[src/rtl/uart_pkg.sv]
// Shared types and constants for the UART receive path.
// UART_RX_PARITY_EN adds the PARITY state used by the 8E1 frame format.
package uart_pkg;

   localparam int UART_DATA_BITS = 8;
   localparam int UART_WORD_W    = 32;

   typedef enum logic [2:0] {
      ST_IDLE,
      ST_START,
      ST_DATA,
`ifdef UART_RX_PARITY_EN
      ST_PARITY,
`endif
      ST_STOP
   } uart_rx_state_t;

endpackage

[src/rtl/sync_fifo.sv]
// Single-clock FIFO with show-ahead read data and extra-MSB pointers.
// A push into a full FIFO is accepted when a pop happens in the same cycle.
module sync_fifo #(
   parameter int WIDTH = 8,
   parameter int DEPTH = 8
) (
   input  logic             clk,
   input  logic             rst,
   input  logic             i_push,
   input  logic [WIDTH-1:0] i_wdata,
   input  logic             i_pop,
   output logic [WIDTH-1:0] o_rdata,
   output logic             o_full,
   output logic             o_empty
);

   localparam int AW = $clog2(DEPTH);
   localparam logic [AW:0] PTR_ONE = (AW + 1)'(1);

   logic [WIDTH-1:0] r_mem [DEPTH];
   logic [AW:0]      r_wr_ptr;
   logic [AW:0]      r_rd_ptr;
   logic             w_do_push;
   logic             w_do_pop;

   // Same slot index with differing lap bits means the writer is one lap ahead.
   assign o_empty   = (r_wr_ptr == r_rd_ptr);
   assign o_full    = (r_wr_ptr[AW] != r_rd_ptr[AW]) &&
                      (r_wr_ptr[AW-1:0] == r_rd_ptr[AW-1:0]);
   assign w_do_pop  = i_pop && !o_empty;
   assign w_do_push = i_push && (!o_full || w_do_pop);
   assign o_rdata   = r_mem[r_rd_ptr[AW-1:0]];

   always_ff @(posedge clk) begin
      if (rst) begin
         r_wr_ptr <= '0;
         r_rd_ptr <= '0;
      end else begin
         // NOTE: non-blocking assignments so every flop updates from pre-edge values.
         if (w_do_push) r_wr_ptr <= r_wr_ptr + PTR_ONE;
         if (w_do_pop)  r_rd_ptr <= r_rd_ptr + PTR_ONE;
      end
   end

   // NOTE: storage is not reset; the pointers alone define which entries are valid.
   always_ff @(posedge clk) begin
      if (w_do_push) r_mem[r_wr_ptr[AW-1:0]] <= i_wdata;
   end

endmodule

[src/rtl/uart_rx_axis.sv]
// UART receiver (8N1, or 8E1 with UART_RX_PARITY_EN) feeding a valid/ready word stream
// through a small receive FIFO; bytes are zero-extended to 32 bits.
module uart_rx_axis
   import uart_pkg::*;
#(
   parameter int CLKS_PER_BIT = 868,
   parameter int FIFO_DEPTH   = 8
) (
   input  logic                   clk,
   input  logic                   rst,
   input  logic                   rx,
   output logic [UART_WORD_W-1:0] m_axis_rdata,
   output logic                   m_axis_rvalid,
   input  logic                   m_axis_rready,
   output logic                   rx_frame_err,
`ifdef UART_RX_PARITY_EN
   output logic                   rx_parity_err,
`endif
   output logic                   rx_overflow
);

   localparam int CNT_W = $clog2(CLKS_PER_BIT);
   localparam logic [CNT_W-1:0] CNT_HALF = CNT_W'(CLKS_PER_BIT / 2 - 1);
   localparam logic [CNT_W-1:0] CNT_FULL = CNT_W'(CLKS_PER_BIT - 1);
   localparam logic [CNT_W-1:0] CNT_ONE  = CNT_W'(1);
   localparam logic [2:0]       LAST_BIT = 3'(UART_DATA_BITS - 1);

   uart_rx_state_t            r_state;
   uart_rx_state_t            w_state_next;
   logic                      r_rx_meta;
   logic                      r_rx_sync;
   logic                      r_rx_prev;
   logic [CNT_W-1:0]          r_cnt;
   logic [CNT_W-1:0]          w_cnt_next;
   logic [2:0]                r_bit_idx;
   logic [2:0]                w_bit_next;
   logic [UART_DATA_BITS-1:0] r_shift;
   logic [UART_DATA_BITS-1:0] w_shift_next;
   logic                      w_cnt_zero;
   logic                      w_push;
   logic                      w_pop;
   logic                      w_frame_err;
   logic                      w_overflow;
   logic                      r_frame_err;
   logic                      r_overflow;
   logic [UART_DATA_BITS-1:0] w_fifo_rdata;
   logic                      w_fifo_full;
   logic                      w_fifo_empty;
`ifdef UART_RX_PARITY_EN
   logic                      r_parity_bad;
   logic                      w_parity_bad_next;
   logic                      w_parity_err;
   logic                      r_parity_err;
`endif

   assign w_cnt_zero = (r_cnt == '0);

   always_comb begin
      // NOTE: every output gets a default first, so no path can infer a latch.
      w_state_next = r_state;
      w_cnt_next   = r_cnt;
      w_bit_next   = r_bit_idx;
      w_shift_next = r_shift;
      w_push       = 1'b0;
      w_frame_err  = 1'b0;
`ifdef UART_RX_PARITY_EN
      w_parity_bad_next = r_parity_bad;
      w_parity_err      = 1'b0;
`endif
      case (r_state)
         ST_IDLE: begin
            if (r_rx_prev && !r_rx_sync) begin
               w_state_next = ST_START;
               w_cnt_next   = CNT_HALF;
            end
         end
         ST_START: begin
            if (!w_cnt_zero) begin
               w_cnt_next = r_cnt - CNT_ONE;
            end else if (r_rx_sync) begin
               w_state_next = ST_IDLE;
            end else begin
               w_state_next = ST_DATA;
               w_cnt_next   = CNT_FULL;
               w_bit_next   = '0;
            end
         end
         ST_DATA: begin
            if (!w_cnt_zero) begin
               w_cnt_next = r_cnt - CNT_ONE;
            end else begin
               w_shift_next = {r_rx_sync, r_shift[UART_DATA_BITS-1:1]};
               w_cnt_next   = CNT_FULL;
               w_bit_next   = r_bit_idx + 3'd1;
               if (r_bit_idx == LAST_BIT) begin
`ifdef UART_RX_PARITY_EN
                  w_state_next = ST_PARITY;
`else
                  w_state_next = ST_STOP;
`endif
               end
            end
         end
`ifdef UART_RX_PARITY_EN
         ST_PARITY: begin
            if (!w_cnt_zero) begin
               w_cnt_next = r_cnt - CNT_ONE;
            end else begin
               w_parity_bad_next = ^{r_shift, r_rx_sync};
               w_cnt_next        = CNT_FULL;
               w_state_next      = ST_STOP;
            end
         end
`endif
         ST_STOP: begin
            if (!w_cnt_zero) begin
               w_cnt_next = r_cnt - CNT_ONE;
            end else begin
               w_state_next = ST_IDLE;
               // A bad stop bit wins over a parity mismatch.
               if (!r_rx_sync) begin
                  w_frame_err = 1'b1;
`ifdef UART_RX_PARITY_EN
               end else if (r_parity_bad) begin
                  w_parity_err = 1'b1;
`endif
               end else begin
                  w_push = 1'b1;
               end
            end
         end
         default: w_state_next = ST_IDLE;
      endcase
   end

   always_ff @(posedge clk) begin
      if (rst) r_state <= ST_IDLE;
      else     r_state <= w_state_next;
   end

   assign w_pop      = m_axis_rvalid && m_axis_rready;
   assign w_overflow = w_push && w_fifo_full && !w_pop;

   always_ff @(posedge clk) begin
      if (rst) begin
         r_rx_meta   <= 1'b1;
         r_rx_sync   <= 1'b1;
         r_rx_prev   <= 1'b1;
         r_cnt       <= '0;
         r_bit_idx   <= '0;
         r_shift     <= '0;
         r_frame_err <= 1'b0;
         r_overflow  <= 1'b0;
      end else begin
         r_rx_meta   <= rx;
         r_rx_sync   <= r_rx_meta;
         r_rx_prev   <= r_rx_sync;
         r_cnt       <= w_cnt_next;
         r_bit_idx   <= w_bit_next;
         r_shift     <= w_shift_next;
         r_frame_err <= w_frame_err;
         r_overflow  <= w_overflow;
      end
   end

`ifdef UART_RX_PARITY_EN
   always_ff @(posedge clk) begin
      if (rst) begin
         r_parity_bad <= 1'b0;
         r_parity_err <= 1'b0;
      end else begin
         r_parity_bad <= w_parity_bad_next;
         r_parity_err <= w_parity_err;
      end
   end

   assign rx_parity_err = r_parity_err;
`endif

   sync_fifo #(
      .WIDTH (UART_DATA_BITS),
      .DEPTH (FIFO_DEPTH)
   ) u_fifo (
      .clk     (clk),
      .rst     (rst),
      .i_push  (w_push),
      .i_wdata (r_shift),
      .i_pop   (w_pop),
      .o_rdata (w_fifo_rdata),
      .o_full  (w_fifo_full),
      .o_empty (w_fifo_empty)
   );

   // Data is forced to zero while empty so the bus never shows stale storage.
   assign m_axis_rvalid = !w_fifo_empty;
   assign m_axis_rdata  = m_axis_rvalid ?
                          {{(UART_WORD_W - UART_DATA_BITS){1'b0}}, w_fifo_rdata} : '0;
   assign rx_frame_err  = r_frame_err;
   assign rx_overflow   = r_overflow;

endmodule

[config.mk]
export PLATFORM = sky130hd
export DESIGN_NAME = uart_rx_axis
export DESIGN_NICKNAME = d
export VERILOG_FILES = /design/src/rtl/uart_pkg.sv /design/src/rtl/sync_fifo.sv /design/src/rtl/uart_rx_axis.sv
export SDC_FILE = /design/constraint.sdc
export NUM_CORES = 1
export LEC_CHECK = 0
export ABC_CLOCK_PERIOD_IN_PS = 3700
export CAP_MARGIN = 20
export CORE_ASPECT_RATIO = 0.5
export CORE_MARGIN = 10
export CORE_UTILIZATION = 40
export CTS_CLUSTER_SIZE = 10
export DETAILED_ROUTE_END_ITERATION = 10
export GPL_TIMING_DRIVEN = 0
export PLACE_DENSITY = 0.59
export REMOVE_ABC_BUFFERS = 1
export SKIP_CTS_REPAIR_TIMING = 1
export SYNTH_ARGS = -nofsm -noshare
export SYNTH_HDL_FRONTEND = slang
export SYNTH_SLANG_ARGS = --single-unit
[constraint.sdc]
create_clock -name clk -period 3.7 [get_ports clk]
set_clock_uncertainty 0.2 [all_clocks]
set_input_delay 0.74 -clock clk [delete_from_list [all_inputs] [get_ports clk]]
set_output_delay 0.74 -clock clk [all_outputs]
set_load 0.01 [all_outputs]
==> reports/metrics.yaml, run 1 <==
wl_per_cell_um: 16.5
cp.required_ns: 2.76
max_freq_ghz: 0.296
hold_violations: 0
powerDensity_nw_per_um2: 452
crit_slowest_cell: "dfxtp_1"
drt-initial-drc-count: 277
cts_made_buffers: 9
syn_avg_cell_area_um2: 12.0
die_h_um: 97.4
port_buffers: 14
layout_min_cycle_time_ns: 3.38
setup_viol: 0
synth.distinct_cells: 55
synth_warnings: 0
core.rowCount: 28
critical-path-top-delay-family: "buffers and inverters"
synth_edf_count: 64
initial_core_util: 0.407
place.gp.congestion: 0.831
critPathKind: "reg -> out"
fp.coreArea_um2: 11800
nNetsFinal: 427
clk_latency_ns: 0.34
peakVddDrop_mv: 0.204
numClockSinks: 103
met2WireLength_mm: 4.31
async_reset_ff_frac: 0
timing.final.crit_share: 0.913
hpwlAfterDp_mm: 6.74
pin_count: 39
dr_wl_met3_um: 593
cap_violations: 0
drc: 0
m1WireLength_mm: 4.66
synthToLayoutAreaGrowth_pct: 13.6
top_layer: "met4"
syn-instance-count: 398
arrival_ns: 2.44
max-slew-margin-rel: 0.383
tritoncts: "built"
critPathMaxFanout: 12
cts_max_level: 3
cp_slowest_stage_delay_ns: 0.61
clk_pin_slew_worst_paths_ns: 0.07
drt-total-wl_mm: 9.62
slew_viol_final: 0
die_w_um: 175
firstDrtPassIters: 5
viasPerCell: 5.31
clockBufferDepth: 2
p_leak_nw: 1.85
status: "finished clean"
synth_ff_type: "edfxtp_1"
cts_root_buf: "clkbuf_16"
whs_ns: 0.209
antenna_cells: 0
grt_pass1_wl_mm: 15.5
worstHoldPathType: "reg -> reg"
n_fill_cell: 1069
grt_overflow: 0
ant_nets: 0
grt_max_degree: 28
tightest_slew_ns: 0.923
die_area_um2: 17000
yosysSeqAreaShare: 0.564
tns_ns: 0
rsz0062_at_grt: "false"
final_common_cell: "edfxtp_1"
synth-seq-cells: 103
grt_usage: 0.112
crit_path_start_kind: "register"
critPathBufInv: 2
antenna_found_initial: 0
vias: 3090
syn_area_um2: 4790
grt_pass1_vias: 2968
crit_path_end_kind: "output pin"
path_cells: "xor2_1, nor4_2, buf_4, nor2_1, clkdlybuf4s50_1"
final_cell_mix: "edfxtp_1, dfxtp_1, nand2_1"
drive_gt1_frac: 0.156
==> layout make-up <==
class	count	area (um2)	area share
timing repair buffer	26	265	0.0487
inverter	14	52.6	0.00965
clock buffer	9	225	0.0413
sequential	103	2700	0.496
clock inverter	7	85.1	0.0156
tap	165	206	0.0379
multi-input combinational	258	1910	0.351
==> layer usage <==
layer | global-route usage | vias to the layer above
met3 | 0.0334 | 4
li1 | - | 1474
met1 | 0.149 | 1495
met2 | 0.175 | 117
met4 | 0.0291 | 0
met5 | 0 | -
==> cell families after synthesis <==
family                   share of synthesized area
AND/OR/NAND/NOR                              0.135
flip-flops                                   0.564
AO/OA/AOI/OAI                               0.0921
buffers and inverters                       0.0678
multiplexers                                 0.103
adder cells (fa/ha/maj)                     0.0287
XOR/XNOR                                   0.00913
other                                     0.000782
==> power by group <==
group          internal, mW  switching [mW]
Clock                 0.540           0.431
Combinational        0.0865           0.167
Sequential             1.22          0.0195
==> cell usage after synthesis (all sizes together), types with 2 or more instances <==
library cell | count | area, um2
ha | 11 | 138
nor3 | 8 | 40.0
nor4b | 5 | 43.8
dfxtp | 39 | 781
nand3 | 7 | 35.0
or2 | 5 | 31.3
nand4 | 8 | 50.1
clkbuf | 18 | 67.6
mux2i | 10 | 100
a211o | 2 | 17.5
nor2 | 29 | 109
o21ai | 7 | 35.0
o41ai | 3 | 26.3
nor2b | 6 | 37.5
mux2 | 3 | 33.8
nor4 | 8 | 50.1
nand2 | 32 | 120
or4 | 4 | 37.5
and4 | 2 | 17.5
buf | 28 | 205
or3 | 3 | 23.8
nand2b | 3 | 18.8
o211ai | 6 | 45.0
xor2 | 5 | 43.8
mux4 | 16 | 360
edfxtp | 64 | 1920
a22o | 3 | 26.3
a21oi | 23 | 119
inv | 13 | 48.8
a211oi | 9 | 72.6
==> registers in the layout (all words and copies together), names as in the netlist, named ones only <==
register         count
rx_frame_err         1
u_fifo.r_rd_ptr      4
u_fifo.r_wr_ptr      4
r_bit_idx            3
r_rx_sync            1
u_fifo.r_mem        64
r_shift              8
r_rx_meta            1
r_cnt               10
r_state              2
r_rx_prev            1
rx_overflow          1
==> per-stage QoR <==
stage / power [mW] / cells / util / setup WS [ns] / cell area, um2
finish: 2.46 / 582 / 0.463 / 0.322 / 5450
global route: 2.56 / 582 / 0.463 / 0.124 / 5450
CTS: 2.47 / 582 / 0.462 / 0.161 / 5440
detailed placement: 1.51 / 566 / 0.436 / 0.173 / 5130
global placement: 1.50 / 554 / 0.421 / -1.70 / 4950
floorplan: 1.43 / 375 / - / 0.116 / 4610
==> worst paths after layout <==
kind / slack (ns) / depth (start not counted) / startpoint / endpoint
worst min register to register: 0.21 / 1 / r_rx_meta$_SDFF_PP1_ / r_rx_sync$_SDFF_PP1_
worst max register to register: 0.40 / 7 / r_cnt[0]$_SDFFE_PP0P_ / u_fifo.r_mem[5][5]$_DFFE_PP_
worst min-delay path: 0.21 / 1 / r_rx_meta$_SDFF_PP1_ / r_rx_sync$_SDFF_PP1_
worst max-delay path: 0.32 / 5 / u_fifo.r_wr_ptr[0]$_SDFFE_PP0P_ / m_axis_rdata[6]
Power figures use the tool's default switching activity.
==> run 2, diff against run 1 <==
--- a/config.mk
+++ b/config.mk
@@ -10,6 +10,7 @@
 export CORE_ASPECT_RATIO = 0.5
 export CORE_MARGIN = 10
 export CORE_UTILIZATION = 40
+export CTS_CLUSTER_DIAMETER = 40
 export CTS_CLUSTER_SIZE = 10
 export DETAILED_ROUTE_END_ITERATION = 10
 export GPL_TIMING_DRIVEN = 0
==> results of run 2 <==
Final layout, timing and power as in run 1 (identical DEF).
==> run 3, diff against run 2 <==
--- a/config.mk
+++ b/config.mk
@@ -7,13 +7,12 @@
 export LEC_CHECK = 0
 export ABC_CLOCK_PERIOD_IN_PS = 3700
 export CAP_MARGIN = 20
-export CORE_ASPECT_RATIO = 0.5
+export CORE_ASPECT_RATIO = 0.7
 export CORE_MARGIN = 10
 export CORE_UTILIZATION = 40
 export CTS_CLUSTER_DIAMETER = 40
 export CTS_CLUSTER_SIZE = 10
 export DETAILED_ROUTE_END_ITERATION = 10
-export GPL_TIMING_DRIVEN = 0
 export PLACE_DENSITY = 0.59
 export REMOVE_ABC_BUFFERS = 1
 export SKIP_CTS_REPAIR_TIMING = 1
==> run 3 against run 2 <==
  * Critical path depth unchanged
  * Non-clock buffer count rose by 3
  * Power increased by 4.3%
  * Fmax rose by 6.1%
  * Wire length grew 1.5%
  * Combinational power hardly changed
  * Clock power increased by 10%
  * Die area fell by 1.1%
  * Worst hold slack gained 0.0041 ns
  * Via count down 0.32%
  * Highest routed layer unchanged
==> reports/metrics.yaml, run 3 (same netlist as run 1, synthesis figures left out) <==
status: "finished clean"
n_fill_cell: 1075
worstHoldStart: "r_rx_meta$_SDFF_PP1_"
final_common_cell: "edfxtp_1"
numClockSinks: 103
drc: 0
rsz0062_at_grt: "false"
fp.coreArea_um2: 11700
setup_viol: 0
vias: 3080
preCtsSetupSlack_ns: 0.849
core.rowCount: 33
timing.final.crit_share: 0.860
antenna_cells: 0
die_h_um: 112
clk_pin_slew_worst_paths_ns: 0.07
tightest_slew_ns: 0.840
tns_ns: 0
cap_violations: 0
cts_made_buffers: 9
path_cells: "buf_4, mux4_2, mux2i_1, nor2_1, clkdlybuf4s50_1"
cts_max_level: 3
tritoncts: "built"
synthToLayoutAreaGrowth_pct: 13.3
grt_usage: 0.120
clk_latency_ns: 0.34
final_cell_mix: "edfxtp_1, dfxtp_1, nand2_1"
cp.required_ns: 2.76
setup_slack_ns: 0.517
firstDrtPassIters: 5
pin_count: 39
crit_path_start_kind: "register"
p_leak_nw: 1.87
grt_pass1_wl_mm: 16.2
layout_min_cycle_time_ns: 3.18
drt-initial-drc-count: 344
ant_nets: 0
seq_area_um2: 2700
place.gp.congestion: 0.843
nNetsFinal: 430
fin_util: 0.463
drive_gt1_frac: 0.145
largest_reg_flops: 64
hold_violations: 0
critical-path-top-delay-family: "buffers and inverters"
max-slew-margin-rel: 0.433
critPathBufInv: 2
grt_max_degree: 38
multi_input_area_um2: 1880
wl_per_cell_um: 16.9
port_buffers: 14
die_area_um2: 16800
worstHoldPathType: "reg -> reg"
critPathMaxFanout: 16
critPathKind: "reg -> out"
drt-total-wl_mm: 9.77
cp_slowest_stage_delay_ns: 0.55
hpwlAfterDp_mm: 6.62
grt_pass1_vias: 3150
peakVddDrop_mv: 0.287
initial_core_util: 0.409
powerDensity_nw_per_um2: 473
cts_root_buf: "clkbuf_16"
max_freq_ghz: 0.314
crit_path_end_kind: "output pin"
timing.rr.start: "r_cnt[0]$_SDFFE_PP0P_"
arrival_ns: 2.24
viasPerCell: 5.34
clockBufferDepth: 2
crit_slowest_cell: "mux4_2"
die_w_um: 151
slew_viol_final: 0
grt_overflow: 0
antenna_found_initial: 0
run 3: changes by cell type in the layout (fill, tap and decap cells not counted), moves of 2 or more:
| cell | previous run | this run |
|---|---|---|
| buf_4 | 8 | 15 |
| nor4_1 | 2 | 6 |
| nor4_2 | 6 | 2 |
| buf_16 | 2 | 0 |
| buf_2 | 2 | 0 |
| inv_8 | 3 | 0 |
| bufinv_16 | 1 | 3 |
run 3: final timing paths:
path | endpoint | slack, ns | cells after the start
worst min-delay path | r_rx_sync$_SDFF_PP1_ | 0.21 | 1
worst min register to register | r_rx_sync$_SDFF_PP1_ | 0.21 | 1
worst max register to register | u_fifo.r_mem[2][3]$_DFFE_PP_ | 1.00 | 8
worst max-delay path | m_axis_rdata[4] | 0.52 | 5
run 3: report_power, final:
part / switching [mW] / leakage, nW / internal (mW)
clock: 0.394 / 0.170 / 0.681
combinational: 0.169 / 0.791 / 0.0863
sequential: 0.0186 / 0.908 / 1.22
total: 0.582 / 1.87 / 1.98
run 3: final cells by class:
cell class,instances,area share
sequential,103,0.498
clock buffer,11,0.0447
clock inverter,5,0.0194
inverter,14,0.00968
multi-input combinational,258,0.346
tap,157,0.0362
timing repair buffer,29,0.0465
run 3: per-stage QoR:
stage	total power [mW]	instance area [um2]	std cells	hold WS, ns
3_5_place_dp	1.51	5080	561	0.203
4_1_cts	2.57	5430	577	0.215
2_1_floorplan	1.43	4610	375	0.189
6_report	2.57	5430	577	0.213
5_1_grt	2.67	5430	577	0.236
3_3_place_gp	1.50	5080	561	0.198
run 3: layer usage:
layer / vias up / routed length [um] / GRT usage
met3: 4 / 735 / 0.0400
li1: 1472 / - / -
met4: 0 / 62 / 0.0224
met2: 113 / 4300 / 0.173
met1: 1491 / 4680 / 0.170
met5: - / 0 / 0
run 3: worst register-to-register path: stages, from the launching register on:
cell and delay (ns):
dfxtp_1 0.36, inv_1 0.11, ha_1 0.18, nor2b_1 0.14, buf_4 0.17, nand3_1 0.24, a211o_1 0.47, nor4_1 0.26
buf_4 0.26
